### src/rtl/uart_tx_frame_timer_if.sv
// uart_tx_frame_timer_if: control/config inputs and frame timing outputs
// shared between the TX control FSM (master) and the frame timer (slave).
interface uart_tx_frame_timer_if #(
    parameter int DIV_W  = 16,
    parameter int FRAC_W = 4
);
    logic              start;
    logic              abort;
    logic [DIV_W-1:0]  div;
    logic [FRAC_W-1:0] frac;
    logic [1:0]        data_bits;
    logic              parity_en;
    logic              stop2;
    logic              busy;
    logic              baud_tick;
    logic [1:0]        phase;
    logic              stop_flag;
    logic [2:0]        bit_index;
    logic              done;

    modport master (
        output start, abort, div, frac, data_bits, parity_en, stop2,
        input  busy, baud_tick, phase, stop_flag, bit_index, done
    );

    modport slave (
        input  start, abort, div, frac, data_bits, parity_en, stop2,
        output busy, baud_tick, phase, stop_flag, bit_index, done
    );
endinterface

### src/rtl/uart_tx_frame_timer.sv
// uart_tx_frame_timer: sequences one UART TX frame (start, 5-8 data bits,
// optional parity, 1-2 stop bits) from a divisor and format latched when the
// frame is accepted. Emits a tick on the last clock of every bit period plus
// the current phase / bit index for the TX shift and mux logic.
// Optional build macro FRAC_DIV_EN adds a fractional divisor accumulator that
// stretches selected bit periods by one clock.
module uart_tx_frame_timer #(
    parameter int DIV_W  = 16,
    parameter int FRAC_W = 4
) (
    input logic                 clk,
    input logic                 reset,
    uart_tx_frame_timer_if.slave bus
);

    typedef enum logic [2:0] {
        S_IDLE,
        S_START,
        S_DATA,
        S_PARITY,
        S_STOP
    } state_t;

    state_t           state_q, state_nx;
    logic [DIV_W-1:0] cnt_q, cnt_nx;
    logic [DIV_W-1:0] div_q, div_nx;
    logic [2:0]       bidx_q, bidx_nx;
    logic [1:0]       dbits_q, dbits_nx;
    logic             par_q, par_nx;
    logic             stop2_q, stop2_nx;
    logic             extra_q;

    logic [DIV_W-1:0] last_cnt;
    logic             active;
    logic             tick;
    logic             last_stop;
    logic             frame_done;
    logic             accept;

`ifdef FRAC_DIV_EN
    logic [FRAC_W-1:0] frac_q, frac_nx;
    logic [FRAC_W-1:0] acc_q, acc_nx;
    logic              extra_nx;
    logic [FRAC_W:0]   acc_sum;

    // Carry out of the fractional accumulator lengthens the next bit period.
    assign acc_sum = {1'b0, acc_q} + {1'b0, frac_q};
`else
    // Without the fractional divisor every bit period is exactly div clocks.
    assign extra_q = 1'b0;
`endif

    // The bit period ends when the counter reaches div-1, or div when stretched.
    assign active     = (state_q != S_IDLE);
    assign last_cnt   = div_q - DIV_W'(1) + DIV_W'(extra_q);
    assign tick       = active && (cnt_q == last_cnt);
    assign last_stop  = (bidx_q == {2'b00, stop2_q});
    assign frame_done = tick && (state_q == S_STOP) && last_stop;
    // A new frame may start while idle or in the very cycle the last one ends.
    assign accept     = bus.start && !bus.abort && (!active || frame_done);

    // State, counter and latched configuration registers.
    always_ff @(posedge clk) begin
        if (reset) begin
            state_q <= S_IDLE;
            cnt_q   <= '0;
            div_q   <= '0;
            bidx_q  <= '0;
            dbits_q <= '0;
            par_q   <= 1'b0;
            stop2_q <= 1'b0;
        end else begin
            state_q <= state_nx;
            cnt_q   <= cnt_nx;
            div_q   <= div_nx;
            bidx_q  <= bidx_nx;
            dbits_q <= dbits_nx;
            par_q   <= par_nx;
            stop2_q <= stop2_nx;
        end
    end

`ifdef FRAC_DIV_EN
    // Fractional divisor, accumulator and stretch flag registers.
    always_ff @(posedge clk) begin
        if (reset) begin
            frac_q  <= '0;
            acc_q   <= '0;
            extra_q <= 1'b0;
        end else begin
            frac_q  <= frac_nx;
            acc_q   <= acc_nx;
            extra_q <= extra_nx;
        end
    end
`endif

    // Next-state logic: abort beats accept, accept beats normal sequencing.
    always_comb begin
        state_nx = state_q;
        cnt_nx   = cnt_q;
        div_nx   = div_q;
        bidx_nx  = bidx_q;
        dbits_nx = dbits_q;
        par_nx   = par_q;
        stop2_nx = stop2_q;
`ifdef FRAC_DIV_EN
        frac_nx  = frac_q;
        acc_nx   = acc_q;
        extra_nx = extra_q;
`endif
        if (active && bus.abort) begin
            state_nx = S_IDLE;
            cnt_nx   = '0;
            bidx_nx  = '0;
`ifdef FRAC_DIV_EN
            acc_nx   = '0;
            extra_nx = 1'b0;
`endif
        end else if (accept) begin
            state_nx = S_START;
            cnt_nx   = '0;
            bidx_nx  = '0;
            // Divisors below 2 would leave no room for a distinct tick cycle.
            div_nx   = (bus.div < DIV_W'(2)) ? DIV_W'(2) : bus.div;
            dbits_nx = bus.data_bits;
            par_nx   = bus.parity_en;
            stop2_nx = bus.stop2;
`ifdef FRAC_DIV_EN
            frac_nx  = bus.frac;
            acc_nx   = '0;
            extra_nx = 1'b0;
`endif
        end else if (active) begin
            if (tick) begin
                cnt_nx = '0;
`ifdef FRAC_DIV_EN
                acc_nx   = acc_sum[FRAC_W-1:0];
                extra_nx = acc_sum[FRAC_W];
`endif
                unique case (state_q)
                    S_START: begin
                        state_nx = S_DATA;
                        bidx_nx  = '0;
                    end
                    S_DATA: begin
                        if (bidx_q == ({1'b0, dbits_q} + 3'd4)) begin
                            state_nx = par_q ? S_PARITY : S_STOP;
                            bidx_nx  = '0;
                        end else begin
                            bidx_nx = bidx_q + 3'd1;
                        end
                    end
                    S_PARITY: begin
                        state_nx = S_STOP;
                        bidx_nx  = '0;
                    end
                    S_STOP: begin
                        if (last_stop) begin
                            state_nx = S_IDLE;
                            bidx_nx  = '0;
                        end else begin
                            bidx_nx = bidx_q + 3'd1;
                        end
                    end
                    default: begin
                        state_nx = S_IDLE;
                    end
                endcase
            end else begin
                cnt_nx = cnt_q + DIV_W'(1);
            end
        end
    end

    // Phase encoding: stop bits share code 3 with parity, told apart by stop_flag.
    always_comb begin
        bus.phase = 2'd0;
        unique case (state_q)
            S_START:  bus.phase = 2'd1;
            S_DATA:   bus.phase = 2'd2;
            S_PARITY: bus.phase = 2'd3;
            S_STOP:   bus.phase = 2'd3;
            default:  bus.phase = 2'd0;
        endcase
    end

    assign bus.busy      = active;
    assign bus.baud_tick = tick;
    assign bus.stop_flag = (state_q == S_STOP);
    assign bus.bit_index = bidx_q;
    assign bus.done      = frame_done;

endmodule

### src/flat_wrapper.sv
// flat-port wrapper written by rule: the top's interface ports become plain ports
module uart_tx_frame_timer_flat 
#(
    parameter int DIV_W  = 16,
    parameter int FRAC_W = 4
)
  (clk, reset, bus_start, bus_abort, bus_div, bus_frac, bus_data_bits, bus_parity_en, bus_stop2, bus_busy, bus_baud_tick, bus_phase, bus_stop_flag, bus_bit_index, bus_done);
  uart_tx_frame_timer_if #(.DIV_W(DIV_W), .FRAC_W(FRAC_W)) bus_i ();
  input logic clk;
  input logic reset;
  input wire logic [$bits(bus_i.start)-1:0] bus_start;
  input wire logic [$bits(bus_i.abort)-1:0] bus_abort;
  input wire logic [$bits(bus_i.div)-1:0] bus_div;
  input wire logic [$bits(bus_i.frac)-1:0] bus_frac;
  input wire logic [$bits(bus_i.data_bits)-1:0] bus_data_bits;
  input wire logic [$bits(bus_i.parity_en)-1:0] bus_parity_en;
  input wire logic [$bits(bus_i.stop2)-1:0] bus_stop2;
  output wire logic [$bits(bus_i.busy)-1:0] bus_busy;
  output wire logic [$bits(bus_i.baud_tick)-1:0] bus_baud_tick;
  output wire logic [$bits(bus_i.phase)-1:0] bus_phase;
  output wire logic [$bits(bus_i.stop_flag)-1:0] bus_stop_flag;
  output wire logic [$bits(bus_i.bit_index)-1:0] bus_bit_index;
  output wire logic [$bits(bus_i.done)-1:0] bus_done;
  assign bus_i.start = bus_start;
  assign bus_i.abort = bus_abort;
  assign bus_i.div = bus_div;
  assign bus_i.frac = bus_frac;
  assign bus_i.data_bits = bus_data_bits;
  assign bus_i.parity_en = bus_parity_en;
  assign bus_i.stop2 = bus_stop2;
  assign bus_busy = bus_i.busy;
  assign bus_baud_tick = bus_i.baud_tick;
  assign bus_phase = bus_i.phase;
  assign bus_stop_flag = bus_i.stop_flag;
  assign bus_bit_index = bus_i.bit_index;
  assign bus_done = bus_i.done;
  uart_tx_frame_timer #(.DIV_W(DIV_W), .FRAC_W(FRAC_W)) u_core (.clk(clk), .reset(reset), .bus(bus_i));
endmodule
### config.mk
export PLATFORM = sky130hd
export DESIGN_NAME = uart_tx_frame_timer_flat
export DESIGN_NICKNAME = d
export VERILOG_FILES = /design/src/rtl/uart_tx_frame_timer_if.sv /design/src/rtl/uart_tx_frame_timer.sv /design/src/flat_wrapper.sv
export SDC_FILE = /design/constraint.sdc
export NUM_CORES = 1
export LEC_CHECK = 0
export CORE_AREA = 2 2 86 129
export DETAILED_ROUTE_END_ITERATION = 7
export DIE_AREA = 0 0 88 131
export PLACE_DENSITY_LB_ADDON = 0.3
export SLEW_MARGIN = 5
export SYNTH_ARGS = -nofsm -noshare
export SYNTH_HDL_FRONTEND = slang
export SYNTH_SLANG_ARGS = --single-unit
### constraint.sdc
create_clock -name clk -period 4.7 [get_ports clk]
set_input_delay 1.41 -clock clk [delete_from_list [all_inputs] [get_ports clk]]
set_output_delay 1.41 -clock clk [all_outputs]
set_load 0.05 [all_outputs]
==> reports/qor.txt, run 1 <==
Status = complete, no violations
Post-CTS resize count = 0
DR WL/cell = 14.5 um
# DRC = 0
Antenna diode count = 0
Primary FF master, synth = dfxtp_1
Power per cell area = 283 nW/um^2
Post-synth EDFFs = 0
H-tree levels = 2
Vias in the first global route = 2466
Pleak = 0.00115 uW
Hold_sp = u_core.dbits_q[1]
Max-cap check violation count = 0
Die W = 88 um
Layout cells sized above 1 = 9.24%
Hold/Removal Path Class = reg2reg
Sequential-to-total area share from yosys stat = 32.8%
Vias post-DR = 2447
RSZ-0062 raised after global routing = false
Fmax = 0.222 GHz
Worst-path clk slew = 0.06 ns
Crit-path max FO = 6
Combinational share of power = 19.9%
Post-synth top area share = 32.8%
Post-Synth Adder-Cell Area = 1.47%
Peak VDD IR = 126 uV
Core Region = 10400 um^2
Synth Area in XOR/XNOR = 13.0%
Largest family of logic cells by synthesized area = simple AND/OR/NAND/NOR gates
Cell count after synthesis = 323
# hold bufs at CTS = 0
WP data required = 3.29 ns
CP Data Arrival Time = 3.09 ns
Layout Skew = 0.00794 ns
Largest net degree at the start of global routing = 38
Design Area, Final = 3250 um^2
Initial antenna violation count = 0
P_int = 660 uW
Worst skew pair latency = 0.29 ns
GRT Util Overall = 13.6%
Net Count, Synth = 354
R2r startpoint = u_core.div_q[0]
Mapped Area = 2560 um^2
Input/output buffers = 32
CP startpoint = u_core.div_q[0]
Fin Setup TNS = 0 ns
Area grow syn2layout = 26.9%
Layout Utilization = 31.2%
Final setup vio count = 0
WS Path Type = reg2out
Drt via density = 4.88
Synth top area cells = dfxtp_1 33%, xor2_1 6.8%, xnor2_1 6.2%
Gpl congestion = 0.859
Initial DRC count = 117
HPWL Detailed = 5400 um
Final worst path period share = 95.8%
Final WL = 7240 um
Clock sink total = 42
Area after DPL = 3090 um^2
Syn. warnings = 0
Max Slew Vio Count = 0
Compound-gate portion of the synthesized area = 18.7%
CTS tree = done
Initial core utilization = 24.6%
Ys async rst share = 0%
Total power = 921 uW
Inserted Clock Buffers = 5
Clock network fraction of total power = 39.0%
Clock tree buffer depth = 2
Global route overflow = 0
IO Pins = 37
Simple-Gate Fraction of Synth Area = 28.6%
Final Hold Viols = 0
Root Driver = clkbuf_16
Post-synthesis mux area share = 1.17%
First-pass GRT wire length = 12200 um
Kind of start point of the critical path = flip-flop
Psw = 260 uW
CP endpoint kind = primary output
Die extent in y = 131 um
Slew @ Worst Pin = 0.773 ns
Yosys cell types = 52
Seq pwr share = 41.1%
Fin nets = 387
TritonRoute pass-1 iters = 4
Synth area leader = dfxtp_1
Die area = 11500 um^2
#FFs+latches synth = 42
Slew margin rel. = 48.5%
Std cell rows = 46
Synth Area per Inst = 7.93 um^2
Final ANT Viol Nets = 0
Post-layout min period = 4.50 ns
Sw Ratio = 28.3%
Post-CTS Setup Bufs = 0
## logic make-up (layout without fill, tap and decap cells)
| kind of cell | after synthesis | in the layout |
|---|---|---|
| and+or+nand+nor | 134 | 134 |
| adders and majority gates | 3 | 3 |
| AOI/OAI and AO/OA | 77 | 77 |
| muxes | 3 | 3 |
| DFF | 42 | 42 |
| xor gates and xnor gates | 38 | 38 |
| buffers and inverters | 26 | 60 |
## flip-flops by register name (all words and copies together) (netlist names)
register,cells
u_core.bus.bit_index,3
u_core.cnt_q,16
u_core.state_q,3
u_core.stop2_q,1
u_core.dbits_q,2
u_core.div_q,16
u_core.par_q,1
## cell type report
class                           count  area, um^2
Clock buffer                        6         139
Clock inverter                      2        12.5
Fill cell                        1107        7170
Inverter                            8        30.0
Multi-Input combinational cell    255        1620
Sequential cell                    42         841
Tap cell                          144         180
Timing Repair Buffer               44         430
## final timing paths
| check | endpoint | slack [ns] | cells after the start |
|---|---|---|---|
| worst min register to register | u_core.dbits_q[1] | 0.50 | 2 |
| worst max-delay path | bus_baud_tick | 0.20 | 9 |
| worst min-delay path | u_core.dbits_q[1] | 0.50 | 2 |
| worst max register to register | u_core.div_q[1] | 1.26 | 10 |
## synth_stat cells, types with 6 or more instances
library cell   n
a21oi_1       22
dfxtp_1       42
nand3_1       23
xor2_1        20
nor4_1         8
clkbuf_1      15
o21ai_0       28
nor2_1        16
nor3_1        26
nand2_1       17
xnor2_1       18
nand4_1        6
inv_1          7
## power groups by stage
stage          Clock (uW)  Combinational [uW]  Sequential (uW)
2_1_floorplan           0                 119              382
4_1_cts               372                 184              378
3_5_place_dp            0                 183              386
6_report              359                 183              378
5_1_grt               388                 203              380
3_3_place_gp            0                 181              386
## metal layers
metal  global-route usage, %  up-vias  part of all wire (%)
met4                    5.88        0                   2.5
met1                    15.5     1158                    42
met3                    2.01        9                   2.5
met5                       0        -                     0
li1                        -     1246                     -
met2                    24.8       34                    53
## stage by stage
step | std cells | hold WS (ns) | setup WS (ns)
after floorplan | 323 | 0.463 | 0.159
after global placement | 493 | 0.474 | 0.457
after detailed placement | 493 | 0.484 | 0.456
after CTS | 501 | 0.496 | 0.120
after global routing | 501 | 0.539 | 0.0130
final | 501 | 0.497 | 0.199
## worst max-delay path, cell delays in order, from the launching register on
cell and delay [ns]:
dfxtp_1 0.36, or4_4 0.59, or2_1 0.28, or4_2 0.63
xnor2_1 0.15, a211oi_2 0.19, buf_4 0.18, nand2_2 0.06
nor2_1 0.19, buf_12 0.17
## cell usage in the layout (no fill, tap or decap), types with 4 or more instances in the layout
| master | synthesis | final |
|---|---|---|
| dfxtp_1 | 42 | 42 |
| clkdlybuf4s50_1 | 0 | 30 |
| o21ai_0 | 28 | 28 |
| nor3_1 | 26 | 26 |
| nand3_1 | 23 | 23 |
| a21oi_1 | 22 | 22 |
| xor2_1 | 20 | 20 |
| xnor2_1 | 18 | 18 |
| nand2_1 | 17 | 17 |
| nor2_1 | 16 | 16 |
| buf_4 | 0 | 12 |
| nor4_1 | 8 | 8 |
| inv_1 | 7 | 7 |
| nand4_1 | 6 | 6 |
| nand2b_1 | 5 | 5 |
| clkbuf_16 | 0 | 5 |
| or3_1 | 4 | 4 |
| or4_1 | 5 | 4 |
| and3_1 | 4 | 4 |
No activity file was read; power rests on OpenSTA's default activity.
==> run 2: changes to the inputs <==
TNS_END_PERCENT = 1   (was unset)
==> results of run 2 <==
The final DEF is identical to that of run 1; final timing and power are the same.
==> run 3: changes to the inputs <==
CORE_AREA = 4 4 88 131   (was 2 2 86 129)
DIE_AREA = 0 0 92 135   (was 0 0 88 131)
==> reports/qor.txt, run 3 (same netlist as run 1, synthesis figures left out) <==
Status = complete, no violations
Dpl ws = 0.444 ns (-0.0113 ns)
Input/output buffers = 32 (unchanged)
Core Region = 10500 um^2 (+0.55%)
Fill cells = 1131 (+2.2%)
Clock tree buffer depth = 2 (unchanged)
Fin nets = 386 (-0.26%)
Final worst slack = 0.180 ns (-0.0188 ns)
Worst-path clk slew = 0.06 ns (about the same)
Clock sink total = 42 (unchanged)
Root Driver = clkbuf_16
IO Pins = 37 (unchanged)
# DRC = 0 (unchanged)
R2R Path End = u_core.div_q[1]
Post-layout min period = 4.52 ns (+0.0188 ns)
CP startpoint = u_core.div_q[0]
Layout cells sized above 1 = 9.27% (+0.026 points)
Std cell rows = 46 (unchanged)
GRT Util Overall = 11.7% (-1.9 points)
Slew margin rel. = 38.4% (-10 points)
WS Path Type = reg2out
Max Slew Vio Count = 0 (unchanged)
CP Data Arrival Time = 3.11 ns (+0.02 ns)
Power per cell area = 293 nW/um^2 (+3.3%)
Area grow syn2layout = 27.3%
Vias post-DR = 2457 (+0.41%)
Commonest non-fill, non-tap cell in the layout = dfxtp_1
H-tree levels = 2 (unchanged)
Critical path capture point = bus_baud_tick
Layout Cells excl Fill = 500 (-0.20%)
Die area = 12400 um^2 (+7.7%)
Fin Setup TNS = 0 ns (unchanged)
Initial DRC count = 145 (+24%)
Placed cells = 492 (-0.20%)
Most frequent cells in the layout = 42 x dfxtp_1, 30 x clkdlybuf4s50_1, 28 x o21ai_0
Fmax = 0.221 GHz (-0.42%)
Hold/Removal Path Class = reg2reg
R2r startpoint = u_core.div_q[0]
DR WL/cell = 14.4 um (-0.64%)
Slew @ Worst Pin = 0.921 ns (+0.148 ns)
Inserted Clock Buffers = 5 (unchanged)
R2R depth = 9 (-1)
Final setup vio count = 0 (unchanged)
Peak VDD IR = 115 uV (-8.7%)
Vias in the first global route = 2393 (-3.0%)
CP endpoint kind = primary output
Final worst path period share = 96.2% (+0.40 points)
First-pass GRT wire length = 11700 um (-4.6%)
Drt via density = 4.91 (+0.61%)
CTS tree = done
Kind of start point of the critical path = flip-flop
Antenna diode count = 0 (unchanged)
Area after DPL = 3090 um^2 (about the same)
Global route overflow = 0 (unchanged)
Gpl congestion = 0.813 (-5.3%)
Largest regs = u_core.cnt_q x16, u_core.div_q x16
Worst skew pair latency = 0.29 ns (about the same)
Design Area, Final = 3260 um^2 (+0.35%)
Largest net degree at the start of global routing = 39 (+2.6%)
Total power = 954 uW (+3.6%)
Initial core utilization = 24.4% (-0.14 points)
Crit-path max FO = 6 (unchanged)
RSZ-0062 raised after global routing = false
Die W = 92 um (+4.5%)
# hold bufs at CTS = 0 (unchanged)
Initial antenna violation count = 0 (unchanged)
Die extent in y = 135 um (+3.1%)
Final Hold Viols = 0 (unchanged)
WP data required = 3.29 ns (about the same)
TritonRoute pass-1 iters = 4 (unchanged)
Final WL = 7180 um (-0.84%)
Pleak = 0.00116 uW (+0.52%)
HPWL Detailed = 5380 um (-0.31%)
Max-cap check violation count = 0 (unchanged)
Final ANT Viol Nets = 0 (unchanged)
R2R Setup Slk = 1.18 ns (-0.08 ns)
Layout Skew = 0.00553 ns (-0.00241 ns)
## run 3: changes by cell type in the layout (fill, tap and decap cells not counted)
cell,delta
clkinvlp_4,-1
nor2_1,-1
or4_1,+1
clkinv_2,+1
a31oi_2,+1
a31oi_1,-1
nor2_2,+1
or4_4,-1
bufinv_16,+1
buf_4,-1
clkbuf_8,-1
## run 3: report_power, final
part           switching (uW)  total, uW  internal, uW
Clock                     145        393           249
Combinational             100        182          82.2
Sequential               12.5        379           366
Total                     257        954           697
## run 3: worst min path at each step
stage | start | end | slack, ns | depth (start not counted)
2_1_floorplan | u_core.par_q | u_core.par_q | 0.46 | 2
3_3_place_gp | u_core.dbits_q[0] | u_core.dbits_q[0] | 0.48 | 2
3_5_place_dp | u_core.dbits_q[0] | u_core.dbits_q[0] | 0.48 | 2
4_1_cts | u_core.dbits_q[0] | u_core.dbits_q[0] | 0.49 | 2
5_1_grt | u_core.dbits_q[0] | u_core.dbits_q[0] | 0.51 | 2
6_report | u_core.dbits_q[0] | u_core.dbits_q[0] | 0.49 | 2
## run 3: layer usage
metal  share of wire, %  global-route usage [%]  up-vias
met5                  0                       0        -
met4                3.9                    6.36        0
met3                4.1                    2.40       14
met2                 51                    21.4       48
met1                 41                    12.5     1149
li1                   -                       -     1246
## run 3: what timing repair did
item / 4_1_cts / 5_1_grt
gates resized for setup: 0 / 1
setup endpoints to repair: 0 / 1
buffers inserted: 0 / 0
## run 3: layout make-up
cell class                 count  area, um^2  share of cell area, %
multi-input combinational    255        1620                   49.7
clock buffer                   5         125                   3.84
inverter                       8        30.0                  0.921
timing repair buffer          43         423                   13.0
tap                          144         180                   5.53
clock inverter                 3        40.0                   1.23
sequential                    42         841                   25.8
## run 3: stage by stage
step	hold slack [ns]	utilization (%)
2_1_floorplan	0.463	-
3_3_place_gp	0.479	29.5
3_5_place_dp	0.480	29.5
4_1_cts	0.489	31.1
5_1_grt	0.506	31.1
6_report	0.489	31.1
## run 3: worst max-delay path, cell delays in order (launching register included)
cell and delay [ns]:
dfxtp_1 0.36, or4_1 0.64, or2_1 0.29, or4_2 0.64, xnor2_1 0.16, a211oi_2 0.19
buf_4 0.19, nand2_2 0.07, nor2_2 0.13, buf_12 0.15
